## src/rtl/saes64_ks_sequencer.sv

```systemverilog
// saes64_ks_sequencer
// Walks an AES-128 key expansion through an external saes64 functional unit
// and emits the eleven round keys one per rk_valid pulse.
//
// The 128-bit key is kept as two 64-bit halves:
//   k0 = words 0,1 (key[63:0]) and k1 = words 2,3 (key[127:64]).
// Each round uses three FU operations:
//   ks1(k1, round) -> t, then ks2(t, k0) -> k0, then ks2(k0, k1) -> k1.
//
// Optional feature (macro SAES64_KS_DECRYPT_EN):
//   This adds the dec input and the fu_op_imix output. When dec is set at start,
//   round keys 1..9 pass through InvMixColumns (two imix ops) before they are
//   emitted. The k0/k1 chain itself is not modified.
//
// Ports
//   g_clk, g_reset      : clock, synchronous active-high reset
//   start, key          : start request (sampled in IDLE) and the cipher key
//   dec                 : (macro only) produce decryption round keys
//   busy, done          : busy from accepted start through the done pulse
//   rk_valid/rk_idx/rk  : round-key output pulse, index 0..10, key value
//   fu_valid, fu_rs1, fu_rs2, fu_enc_rcon,
//   fu_op_ks1, fu_op_ks2, fu_op_imix : FU request (held until fu_ready)
//   fu_rd, fu_ready     : FU result and completion handshake
module saes64_ks_sequencer (
  input  logic         g_clk,
  input  logic         g_reset,
  input  logic         start,
  input  logic [127:0] key,
`ifdef SAES64_KS_DECRYPT_EN
  input  logic         dec,
  output logic         fu_op_imix,
`endif
  output logic         busy,
  output logic         done,
  output logic         rk_valid,
  output logic [3:0]   rk_idx,
  output logic [127:0] rk,
  output logic         fu_valid,
  output logic [63:0]  fu_rs1,
  output logic [63:0]  fu_rs2,
  output logic [3:0]   fu_enc_rcon,
  output logic         fu_op_ks1,
  output logic         fu_op_ks2,
  input  logic [63:0]  fu_rd,
  input  logic         fu_ready
);

  typedef enum logic [3:0] {
    S_IDLE,
    S_EMIT0,
    S_KS1,
    S_KS2A,
    S_KS2B,
    S_EMIT,
    S_DONE
`ifdef SAES64_KS_DECRYPT_EN
    , S_IMIXL,
    S_IMIXH
`endif
  } state_t;

  state_t      state;
  logic [63:0] k0;
  logic [63:0] k1;
  logic [3:0]  round;
`ifdef SAES64_KS_DECRYPT_EN
  logic        dec_q;
  logic [63:0] rk_lo;
`endif

  // All outputs are registered. FU request fields are loaded on the edge
  // that enters a state, so they are stable for the whole state. The ks1
  // result t is not kept separately: it is loaded straight into fu_rs1
  // for the following ks2 operation.
  always_ff @(posedge g_clk) begin
    if (g_reset) begin
      state       <= S_IDLE;
      busy        <= 1'b0;
      done        <= 1'b0;
      rk_valid    <= 1'b0;
      rk_idx      <= 4'd0;
      rk          <= 128'd0;
      round       <= 4'd0;
      k0          <= 64'd0;
      k1          <= 64'd0;
      fu_valid    <= 1'b0;
      fu_rs1      <= 64'd0;
      fu_rs2      <= 64'd0;
      fu_enc_rcon <= 4'd0;
      fu_op_ks1   <= 1'b0;
      fu_op_ks2   <= 1'b0;
`ifdef SAES64_KS_DECRYPT_EN
      fu_op_imix  <= 1'b0;
      dec_q       <= 1'b0;
      rk_lo       <= 64'd0;
`endif
    end else begin
      rk_valid <= 1'b0;
      done     <= 1'b0;
      case (state)
        S_IDLE: begin
          if (start) begin
            k0       <= key[63:0];
            k1       <= key[127:64];
            round    <= 4'd0;
            busy     <= 1'b1;
            rk_valid <= 1'b1;
            rk_idx   <= 4'd0;
            rk       <= key;
`ifdef SAES64_KS_DECRYPT_EN
            dec_q    <= dec;
`endif
            state    <= S_EMIT0;
          end
        end
        S_EMIT0: begin
          fu_valid    <= 1'b1;
          fu_op_ks1   <= 1'b1;
          fu_rs1      <= k1;
          fu_rs2      <= 64'd0;
          fu_enc_rcon <= round;
          state       <= S_KS1;
        end
        S_KS1: begin
          if (fu_ready) begin
            fu_op_ks1   <= 1'b0;
            fu_op_ks2   <= 1'b1;
            fu_rs1      <= fu_rd;
            fu_rs2      <= k0;
            fu_enc_rcon <= 4'd0;
            state       <= S_KS2A;
          end
        end
        S_KS2A: begin
          if (fu_ready) begin
            k0     <= fu_rd;
            fu_rs1 <= fu_rd;
            fu_rs2 <= k1;
            state  <= S_KS2B;
          end
        end
        // The last ks2 completes the round. Decryption keys for rounds 1..9
        // take a detour through the two imix operations first.
        S_KS2B: begin
          if (fu_ready) begin
            k1 <= fu_rd;
`ifdef SAES64_KS_DECRYPT_EN
            if (dec_q && (round < 4'd9)) begin
              fu_op_ks2  <= 1'b0;
              fu_op_imix <= 1'b1;
              fu_rs1     <= k0;
              fu_rs2     <= 64'd0;
              state      <= S_IMIXL;
            end else
`endif
            begin
              fu_valid  <= 1'b0;
              fu_op_ks2 <= 1'b0;
              fu_rs1    <= 64'd0;
              fu_rs2    <= 64'd0;
              rk_valid  <= 1'b1;
              rk_idx    <= round + 4'd1;
              rk        <= {fu_rd, k0};
              state     <= S_EMIT;
            end
          end
        end
`ifdef SAES64_KS_DECRYPT_EN
        S_IMIXL: begin
          if (fu_ready) begin
            rk_lo  <= fu_rd;
            fu_rs1 <= k1;
            state  <= S_IMIXH;
          end
        end
        S_IMIXH: begin
          if (fu_ready) begin
            fu_valid   <= 1'b0;
            fu_op_imix <= 1'b0;
            fu_rs1     <= 64'd0;
            rk_valid   <= 1'b1;
            rk_idx     <= round + 4'd1;
            rk         <= {fu_rd, rk_lo};
            state      <= S_EMIT;
          end
        end
`endif
        S_EMIT: begin
          round <= round + 4'd1;
          if (round < 4'd9) begin
            fu_valid    <= 1'b1;
            fu_op_ks1   <= 1'b1;
            fu_rs1      <= k1;
            fu_rs2      <= 64'd0;
            fu_enc_rcon <= round + 4'd1;
            state       <= S_KS1;
          end else begin
            done  <= 1'b1;
            state <= S_DONE;
          end
        end
        S_DONE: begin
          busy  <= 1'b0;
          state <= S_IDLE;
        end
        default: state <= S_IDLE;
      endcase
    end
  end

endmodule

```

## config.mk

```make
export PLATFORM = sky130hd
export DESIGN_NAME = saes64_ks_sequencer
export DESIGN_NICKNAME = d
export VERILOG_FILES = /design/src/rtl/saes64_ks_sequencer.sv
export SDC_FILE = /design/constraint.sdc
export NUM_CORES = 1
export LEC_CHECK = 0
export CORE_MARGIN = 2
export CORE_UTILIZATION = 46
export CTS_BUF_LIST = sky130_fd_sc_hd__clkbuf_2 sky130_fd_sc_hd__clkbuf_4 sky130_fd_sc_hd__clkbuf_8
export CTS_CLUSTER_SIZE = 25
export DETAILED_ROUTE_END_ITERATION = 8
export GPL_ROUTABILITY_DRIVEN = 0
export PLACE_DENSITY = 0.74
export SYNTH_ARGS = -nofsm -noshare
export SYNTH_HDL_FRONTEND = slang
export SYNTH_SLANG_ARGS = --single-unit
```

## constraint.sdc

```tcl
create_clock -name g_clk -period 4.6 [get_ports g_clk]
set_clock_uncertainty 0.2 [all_clocks]
set_input_delay 0.69 -clock g_clk [delete_from_list [all_inputs] [get_ports g_clk]]
set_output_delay 0.69 -clock g_clk [all_outputs]
set_load 0.02 [all_outputs]
```

==> metrics.yaml, run 1 <==
yosysSeqAreaShare_pct: 42.38
ant_nets: 0
cts_setup_buffers: 0
status: "finished, final reports clean"
grt_pass1_wl_um: 90130
clock_latency_ns: 0.61
n_fill_cell: 2934
crit_type: "flop to flop"
slew_headroom_pct: 27.81
setup_viol: 0
timing.fmax_mhz: 282.3
cts_max_level: 2
leakage_uw: 0.007693
start_util_pct: 46.64
fin_setup_tns_ns: 0
peakVddDrop_mv: 0.2262
synth_ff_type: "dfxtp_1"
io_buffers: 465
syn-instance-count: 1881
required_ns: 4.85
hold_path.startpoint: "k0[31]"
final_util_pct: 63.36
period_minus_slack_ns: 3.542
multi_input_area_mm2: 0.008200
cp-end-kind: "flop"
finalMaxSlewViolations: 0
grt_max_degree: 130
die_height_um: 191.1
cp_max_fo: 40
drcViolationCount: 0
layout.nets: 2422
cts.sinks: 341
regArea_mm2: 0.006830
reg2reg_depth: 5
netlist_area_mm2: 0.01611
drv_cap: 0
io_pins: 466
synth_top_area_share_pct: 42.38
yosys_warnings: 0
finalNonFillerCells: 2723
cts_buffers: 57
antenna_found_initial: 2
r2r_slack_ns: 1.06
regToRegStartpoint: "state[1]"
via_count: 16440
clk_pin_slew_worst_paths_ns: 0.06
ys_top_cells_by_count: "nand2_1 (395), dfxtp_1 (341), nor2_1 (211)"
drive_above_1_share_pct: 10.24
cts_resized: 0
cts_tree: "built"
whs_endpoint: "rk[31]"
syn_to_final_growth_pct: 35.86
vias_per_cell: 6.039
postCtsHoldBufs: 0
core-area_mm2: 0.03454
reg2reg_to: "fu_rs1[6]"
tightest_slew_ns: 1.079
first_pass_iters: 5
drt_iter0_markers: 1381
place_inst: 2620
hold_viol_final: 0
power_density_mw_per_mm2: 393.0
hold_path_depth: 2
synth.largest_area_cell: "dfxtp_1"
die-area_mm2: 0.03653
worstHoldPathType: "flop to flop"
syn-num-nets: 2079
grt.overflow.total: 0
grt_pass1_vias: 15660
synth_edf_count: 0
synth-seq-cells: 341
route.detailed.wl_per_inst_um: 21.77
syn_avg_cell_area_um2: 8.564
cts_root_buf: "clkbuf_8"
yosysMostFrequentCell: "nand2_1"
die_x_um: 191.1
synth.distinct_cells: 44
arrival_ns: 3.79
timing.final.crit_share_pct: 77.00
std_cell_rows: 68
totalWireLength_um: 59270
post-dp-hpwl_um: 38190
rsz0062_at_grt: "no"
synth_area_leaders: "dfxtp_1 (42%), a311oi_1 (11%), nand2_1 (9.2%), a311oi_2 (5.2%), nor2_1 (4.9%)"
crit_path_start_kind: "flop"
max-clock-path-buffers: 3
synth-async-reset-ratio_pct: 0
globalRouteTotalUtil_pct: 31.02
[per-stage QoR]
stage | hold WS (ns) | setup WS (ns) | total power, uW | instance area [um^2]
2_1_floorplan | 0.2675 | 2.466 | 4791 | 16110
3_3_place_gp | 0.2753 | 0.5737 | 5728 | 20660
3_5_place_dp | 0.2801 | 0.5018 | 5765 | 20660
4_1_cts | 0.2838 | 1.082 | 8621 | 21880
5_1_grt | 0.3033 | 0.8870 | 8941 | 21890
6_report | 0.2855 | 1.058 | 8601 | 21890
[routing by layer]
| layer | vias up | global-route usage (%) | routed length, um |
|---|---|---|---|
| li1 | 7585 | - | - |
| met1 | 7888 | 40.20 | 24090 |
| met2 | 840 | 50.72 | 27530 |
| met3 | 131 | 6.113 | 5385 |
| met4 | 0 | 12.37 | 2260 |
| met5 | - | 0 | 0 |
[final cells by class]
| cell class | instances | area share [%] |
|---|---|---|
| Multi-Input combinational cell | 1321 | 37.47 |
| Sequential cell | 341 | 31.21 |
| Timing Repair Buffer | 498 | 23.05 |
| Clock buffer | 96 | 5.322 |
| Tap cell | 455 | 2.601 |
| Clock inverter | 5 | 0.2401 |
| Inverter | 5 | 0.08575 |
| Antenna cell | 2 | 0.02287 |
[critical path, stage by stage (launching register included)]
cell      delay, ns
dfxtp_1        0.81
mux2i_1        0.23
o21ai_4        0.87
nand2b_2       0.79
buf_4          0.32
a311oi_1       0.12
[cells in the final DEF (no fill, tap or decap), drive strengths merged]
master / instances
bufinv: 1
a211o: 3
dfxtp: 341
nor2: 212
and2: 1
clkinvlp: 1
a311o: 1
ha: 2
mux2i: 67
nand4bb: 1
buf: 34
clkinv: 3
a21o: 4
o22ai: 2
nand2b: 5
or3b: 2
nand4: 1
clkbuf: 96
a32oi: 2
inv: 5
nand2: 395
o31ai: 66
clkdlybuf4s50: 464
a311oi: 257
nand4b: 2
xnor2: 2
or4b: 64
a22oi: 2
a21oi: 19
nand3b: 2
nor2b: 2
nor3: 68
mux2: 1
nand3: 132
a211oi: 2
o21ai: 3
diode: 2
o221ai: 1
[power by group]
group / leakage, uW / total [uW] / internal (uW) / switching (uW)
combinational: 0.00423 / 2210 / 943 / 1270
clock: 0.000652 / 2870 / 1640 / 1240
sequential: 0.00281 / 3520 / 3260 / 261
total: 0.00769 / 8600 / 5830 / 2770
[worst max-delay path by stage]
stage | start | slack, ns | end | depth (start not counted)
2_1_floorplan | round[0] | 2.47 | fu_rs2[45] | 9
3_3_place_gp | fu_ready | 0.57 | fu_rs1[7] | 6
3_5_place_dp | fu_ready | 0.50 | fu_rs1[6] | 6
4_1_cts | state[1] | 1.08 | fu_rs1[6] | 5
5_1_grt | state[1] | 0.89 | fu_rs1[6] | 5
6_report | state[1] | 1.06 | fu_rs1[6] | 5
[registers in the layout, indices dropped and copies added, names as in the netlist, 3 cells and up]
register     count
fu_rs1          64
state            3
round            4
rk_idx           4
k0              64
rk             128
fu_enc_rcon      4
fu_rs2          64
[kinds of logic (layout without fill, tap and decap cells)]
logic type | Yosys count | after routing | share of synthesized area (%)
DFF | 341 | 341 | 42.38
adders and majority gates | 2 | 2 | 0.1553
other | 0 | 2 | 0
muxes | 68 | 68 | 4.256
buffers and inverters | 219 | 604 | 7.161
AOI/OAI and AO/OA | 362 | 362 | 20.82
xor gates and xnor gates | 2 | 2 | 0.1088
and+or+nand+nor | 887 | 887 | 25.13
Note: power is estimated with default switching activity, not from simulation.
==> run 2, diff against run 1 <==
==> constraint.sdc (replaced) <==
create_clock -name g_clk -period 3.34 [get_ports g_clk]
set_clock_uncertainty 0.2 [all_clocks]
set_input_delay 0.501 -clock g_clk [delete_from_list [all_inputs] [get_ports g_clk]]
set_output_delay 0.501 -clock g_clk [all_outputs]
set_load 0.02 [all_outputs]
==> run 2 against run 1 <==
Sequential power rose by 38%. Sequential share of layout area fell by 0.25 points. Non-clock buffer count rose by 10. Utilization rose by 0.51 points. Final area rose by 0.81%. Combinational power rose by 39%. Sequential cell count did not move. Critical path depth fell by 1. Wire length barely moved. Die area did not move. Critical endpoint is now fu_rs2[45].
==> metrics.yaml, run 2 (synthesized netlist as in run 1, its figures left out) <==
cts_setup_buffers: 0  # unchanged
crit_start: "state[1]"  # unchanged
post-dp-hpwl_um: 38890  # was 38190 um
cts_resized: 0  # unchanged
rsz0062_at_grt: "no"  # unchanged
via_count: 16470  # was 16440
grt_max_degree: 106  # was 130
cp-end-kind: "flop"  # unchanged
period_minus_slack_ns: 2.824  # was 3.542 ns
crit_path_start_kind: "flop"  # unchanged
grt.overflow.total: 0  # unchanged
globalRouteTotalUtil_pct: 31.21  # was 31.02%
r2r_slack_ns: 0.52  # was 1.06 ns
clock_latency_ns: 0.60  # was 0.61 ns
power_density_mw_per_mm2: 542.0  # was 393.0 mW/mm^2
drcViolationCount: 0  # unchanged
grt_pass1_wl_um: 91170  # was 90130 um
clk_pin_slew_worst_paths_ns: 0.06  # about the same
wl_met1_um: 24490  # was 24090 um
drv_cap: 0  # unchanged
largest_reg_flops: 128  # unchanged
leakage_uw: 0.007781  # was 0.007693 uW
die-area_mm2: 0.03653  # unchanged
io_pins: 466  # unchanged
required_ns: 3.62  # was 4.85 ns
final_cell_mix: "clkdlybuf4s50_1 (464), nand2_1 (392), dfxtp_1 (340)"  # unchanged
worstSetupEndpoint: "fu_rs2[45]"  # was fu_rs1[6]
ant_nets: 0  # unchanged
reg2reg_to: "fu_rs2[45]"  # was fu_rs1[6]
hold_ws_ns: 0.1819  # was 0.2855 ns
layout.nets: 2432  # was 2422
first_pass_iters: 5  # unchanged
totalWireLength_um: 59290  # was 59270 um
route.detailed.wl_per_inst_um: 21.67  # was 21.77 um
setup_viol: 0  # unchanged
worstHoldPathType: "primary input to flop"  # was flop to flop
status: "finished, final reports clean"  # unchanged
timing.final.crit_share_pct: 84.56  # was 77.00%
critical_path_depth: 4  # was 5
slew_headroom_pct: 43.29  # was 27.81%
die_height_um: 191.1  # unchanged
place_inst: 2630  # was 2620
drive_above_1_share_pct: 10.75  # was 10.24%
arrival_ns: 3.10  # was 3.79 ns
layout_commonest_cell: "clkdlybuf4s50_1"  # unchanged
crit_type: "flop to flop"  # unchanged
cp_max_fo: 85  # was 40
cp_slowest_cell: "dfxtp_1"  # was o21ai_4
met2_length_um: 27080  # was 27530 um
setup_ws_ns: 0.5155  # was 1.058 ns
postCtsHoldBufs: 0  # unchanged
cts_max_level: 2  # unchanged
finalNonFillerCells: 2736  # was 2723
peakVddDrop_mv: 0.3226  # was 0.2262 mV
die_x_um: 191.1  # unchanged
post-place-ws_ns: 0.4931  # was 0.5018 ns
start_util_pct: 46.64  # unchanged
fin_setup_tns_ns: 0  # unchanged
timing.fmax_mhz: 354.1  # was 282.3 MHz
regArea_mm2: 0.006830  # unchanged
cts_root_buf: "clkbuf_8"  # unchanged
routed.top_layer: "met4"  # unchanged
n_fill_cell: 2931  # was 2934
drt_iter0_markers: 1561  # was 1381
multi_input_area_mm2: 0.008200  # unchanged
grt_pass1_vias: 15860  # was 15660
vias_per_cell: 6.021  # was 6.039
top_register: "rk"  # unchanged
finalMaxSlewViolations: 0  # unchanged
hold_viol_final: 0  # unchanged
io_buffers: 465  # unchanged
routed-wl-met3_um: 5198  # was 5385 um
syn_to_final_growth_pct: 36.96  # was 35.86%
reg2reg_depth: 4  # was 5
cts_tree: "built"  # unchanged
path_cells: "nor2b_4 -> buf_12 -> nand2b_4 -> o31ai_1"  # was mux2i_1 -> o21ai_4 -> nand2b_2 -> buf_4 -> a311oi_1
tightest_slew_ns: 0.8507  # was 1.079 ns
std_cell_rows: 68  # unchanged
crit_family: "simple AND/OR/NAND/NOR gates"  # was compound AO/OA/AOI/OAI gates
cts_buffers: 57  # unchanged
cts.sinks: 341  # unchanged
antenna_found_initial: 2  # unchanged
regToRegStartpoint: "state[1]"  # unchanged
core-area_mm2: 0.03454  # unchanged
max-clock-path-buffers: 3  # unchanged
cpPeakStageDelay_ns: 0.70  # was 0.87 ns
path_buf_inv: 1  # unchanged
final_util_pct: 63.87  # was 63.36%
run 2: cell count changes in the layout (fill, tap and decap cells not counted):
| cell | change |
|---|---|
| buf_12 | +5 |
| buf_4 | +5 |
| clkbuf_4 | -4 |
| clkbuf_8 | +4 |
| clkinv_2 | +3 |
run 2: worst min-delay path by stage:
stage                 start       end  slack, ns  cells after the start
floorplan            k0[10]    rk[10]       0.27                      2
global route        g_reset  round[3]       0.18                      2
CTS                 g_reset  round[3]       0.16                      2
detailed placement    k0[4]     rk[4]       0.29                      2
global placement      k0[6]     rk[6]       0.28                      2
finish              g_reset  round[3]       0.18                      2
run 2: through the flow:
step | total power (uW) | area [um^2]
6_report | 11960 | 22060
5_1_grt | 12410 | 22060
3_5_place_dp | 7977 | 20800
3_3_place_gp | 7917 | 20800
2_1_floorplan | 6598 | 16110
4_1_cts | 11980 | 22060
run 2: power by group:
part	internal (uW)	switching (uW)	total [uW]
Clock	2310	1730	4040
Sequential	4480	367	4850
Combinational	1320	1750	3070
run 2: worst reg2reg max path, stage by stage, from the launching register on:
cell	delay [ns]
dfxtp_1	0.70
nor2b_4	0.35
buf_12	0.34
nand2b_4	0.63
o31ai_1	0.51
run 2: per-layer routing:
layer	GRT usage [%]	vias to the layer above
met5	0	-
met4	12.78	0
met3	5.269	144
met2	49.69	865
met1	41.96	7864
li1	-	7601
run 2: area by class of cell:
type	instances	share of cell area, %
sequential	341	30.96
timing repair buffer	508	23.49
tap	455	2.580
inverter	5	0.08506
clock buffer	96	5.393
multi-input combinational	1321	37.17
clock inverter	8	0.3062
antenna	2	0.02268
==> run 3, diff against run 2 <==
==> constraint.sdc (replaced) <==
create_clock -name g_clk -period 2.6 [get_ports g_clk]
set_clock_uncertainty 0.2 [all_clocks]
set_input_delay 0.39 -clock g_clk [delete_from_list [all_inputs] [get_ports g_clk]]
set_output_delay 0.39 -clock g_clk [all_outputs]
set_load 0.02 [all_outputs]
==> run 3 against run 2 <==
First-iteration DRC count increased by 0.96%. Die area unchanged. Worst setup slack got worse by 0.34 ns. Register-to-register slack got worse by 0.34 ns. Final area increased by 1.8%. Via count increased by 1.9%. Sequential power increased by 28%. Critical path type unchanged. Largest cell class unchanged.
==> metrics.yaml, run 3 (synthesized netlist as in run 1, its figures left out) <==
post-dp-hpwl_um: 39940  # was 38890 um
layout.nets: 2454  # was 2432
leakage_uw: 0.007965  # was 0.007781 uW
r2r_slack_ns: 0.18  # was 0.52 ns
status: "finished, final reports clean"  # unchanged
cp_max_fo: 31  # was 85
peakVddDrop_mv: 0.4183  # was 0.3226 mV
syn_to_final_growth_pct: 39.48  # was 36.96%
largest_reg_flops: 128  # unchanged
top_register: "rk"  # unchanged
tightest_slew_ns: 0.8357  # was 0.8507 ns
totalWireLength_um: 59600  # was 59290 um
timing.fmax_mhz: 413.1  # was 354.1 MHz
grt.overflow.total: 0  # unchanged
drt_iter0_markers: 1576  # was 1561
timing.final.crit_share_pct: 93.11  # was 84.56%
cts.sinks: 341  # unchanged
core-area_mm2: 0.03454  # unchanged
via_count: 16780  # was 16470
route.detailed.wl_per_inst_um: 21.66  # was 21.67 um
cts_max_level: 2  # unchanged
worstHoldPathType: "primary input to flop"  # unchanged
hold_path_depth: 3  # was 2
power_density_mw_per_mm2: 697.0  # was 542.0 mW/mm^2
setup_viol: 0  # unchanged
crit_type: "flop to flop"  # unchanged
antenna_found_initial: 1  # was 2
globalRouteTotalUtil_pct: 31.38  # was 31.21%
grt_pass1_wl_um: 91170  # unchanged
start_util_pct: 46.64  # unchanged
reg2reg_to: "k0[41]"  # was fu_rs2[45]
layout_commonest_cell: "clkdlybuf4s50_1"  # unchanged
multi_input_area_mm2: 0.008203  # was 0.008200 mm^2
arrival_ns: 2.74  # was 3.10 ns
power_uw: 15660  # was 11960 uW
hold_viol_final: 0  # unchanged
max-clock-path-buffers: 3  # unchanged
first_pass_iters: 7  # was 5
required_ns: 2.92  # was 3.62 ns
period_minus_slack_ns: 2.421  # was 2.824 ns
finalMaxSlewViolations: 0  # unchanged
fin_setup_tns_ns: 0  # unchanged
slew_headroom_pct: 44.29  # was 43.29%
drive_above_1_share_pct: 11.41  # was 10.75%
hold_path.startpoint: "key[69]"  # was g_reset
die_x_um: 191.1  # unchanged
rsz0062_at_grt: "no"  # unchanged
regArea_mm2: 0.006830  # unchanged
cts_tree: "built"  # unchanged
ant_nets: 0  # unchanged
final_cell_mix: "clkdlybuf4s50_1 (464), nand2_1 (392), dfxtp_1 (340)"  # unchanged
n_fill_cell: 2904  # was 2931
clock_latency_ns: 0.62  # was 0.60 ns
post-place-ws_ns: -0.05776  # was 0.4931 ns
clk_pin_slew_worst_paths_ns: 0.06  # about the same
cts_root_buf: "clkbuf_8"  # unchanged
io_pins: 466  # unchanged
io_buffers: 465  # unchanged
std_cell_rows: 68  # unchanged
whs_endpoint: "rk[69]"  # was round[3]
setup_ws_ns: 0.1791  # was 0.5155 ns
grt_pass1_vias: 15910  # was 15860
drcViolationCount: 0  # unchanged
regToRegStartpoint: "state[1]"  # unchanged
vias_per_cell: 6.098  # was 6.021
crit_path_start_kind: "flop"  # unchanged
reg2reg_depth: 5  # was 4
cts_buffers: 56  # was 57
die_height_um: 191.1  # unchanged
drv_cap: 0  # unchanged
grt_max_degree: 87  # was 106
die-area_mm2: 0.03653  # unchanged
cp-end-kind: "flop"  # unchanged
run 3: cell types whose count changed in the layout (fill, tap and decap cells not counted), moves of 2 or more:
cell,change
buf_12,+16
clkbuf_4,-9
buf_4,+6
clkbuf_8,+4
bufinv_16,+2
clkinv_2,-2
run 3: where the power goes:
part           total, uW  switching (uW)  leakage (uW)  internal, uW
registers           6230             470       0.00281          5760
clock network       5340            2210      0.000681          3140
logic               4090            2280       0.00448          1800
run 3: repair_timing:
action,in CTS,in global routing
hold buffers,1,0
resized for setup,0,1
buffers inserted,0,0
hold endpoints to repair,5,0
endpoints found under the setup margin,0,3
run 3: critical path, cell delays in order, from the launching register on:
cell	delay, ns
dfxtp_1	0.61
buf_4	0.27
nor2b_4	0.35
buf_4	0.41
nand3_1	0.18
a311oi_2	0.28
run 3: layout make-up:
type                       count  share of cell area (%)
sequential                   341                   30.40
inverter                       5                 0.08353
antenna                        1                 0.01114
tap                          455                   2.534
clock buffer                  91                   5.240
timing repair buffer         531                   24.74
clock inverter                 7                  0.4900
multi-input combinational   1321                   36.51
run 3: how the worst max path moves through the flow:
stage | cells past startpoint | start | to
after CTS | 6 | state[1] | rk[56]
after global placement | 7 | fu_ready | fu_rs2[53]
after floorplan | 9 | round[0] | fu_rs2[45]
final | 5 | state[1] | k0[41]
after global routing | 6 | state[1] | fu_rs2[33]
after detailed placement | 7 | fu_ready | fu_rs2[54]
run 3: routing by layer:
metal  routed length [um]  GRT usage [%]  share of wire, %
met4                 2364          13.55               4.0
met1                24070          41.17                40
met5                    0              0                 0
met3                 5283          5.746               8.9
met2                27880          50.52                47
run 3: stage by stage:
step	hold slack [ns]	instance area, um^2	std cells	utilization, %
finish	0.1513	22470	2752	65.05
global route	0.1293	22470	2752	65.05
CTS	0.1218	22460	2751	65.03
detailed placement	0.2853	21170	2652	61.28
global placement	0.2743	21170	2652	61.28
floorplan	0.2675	16110	1881	-
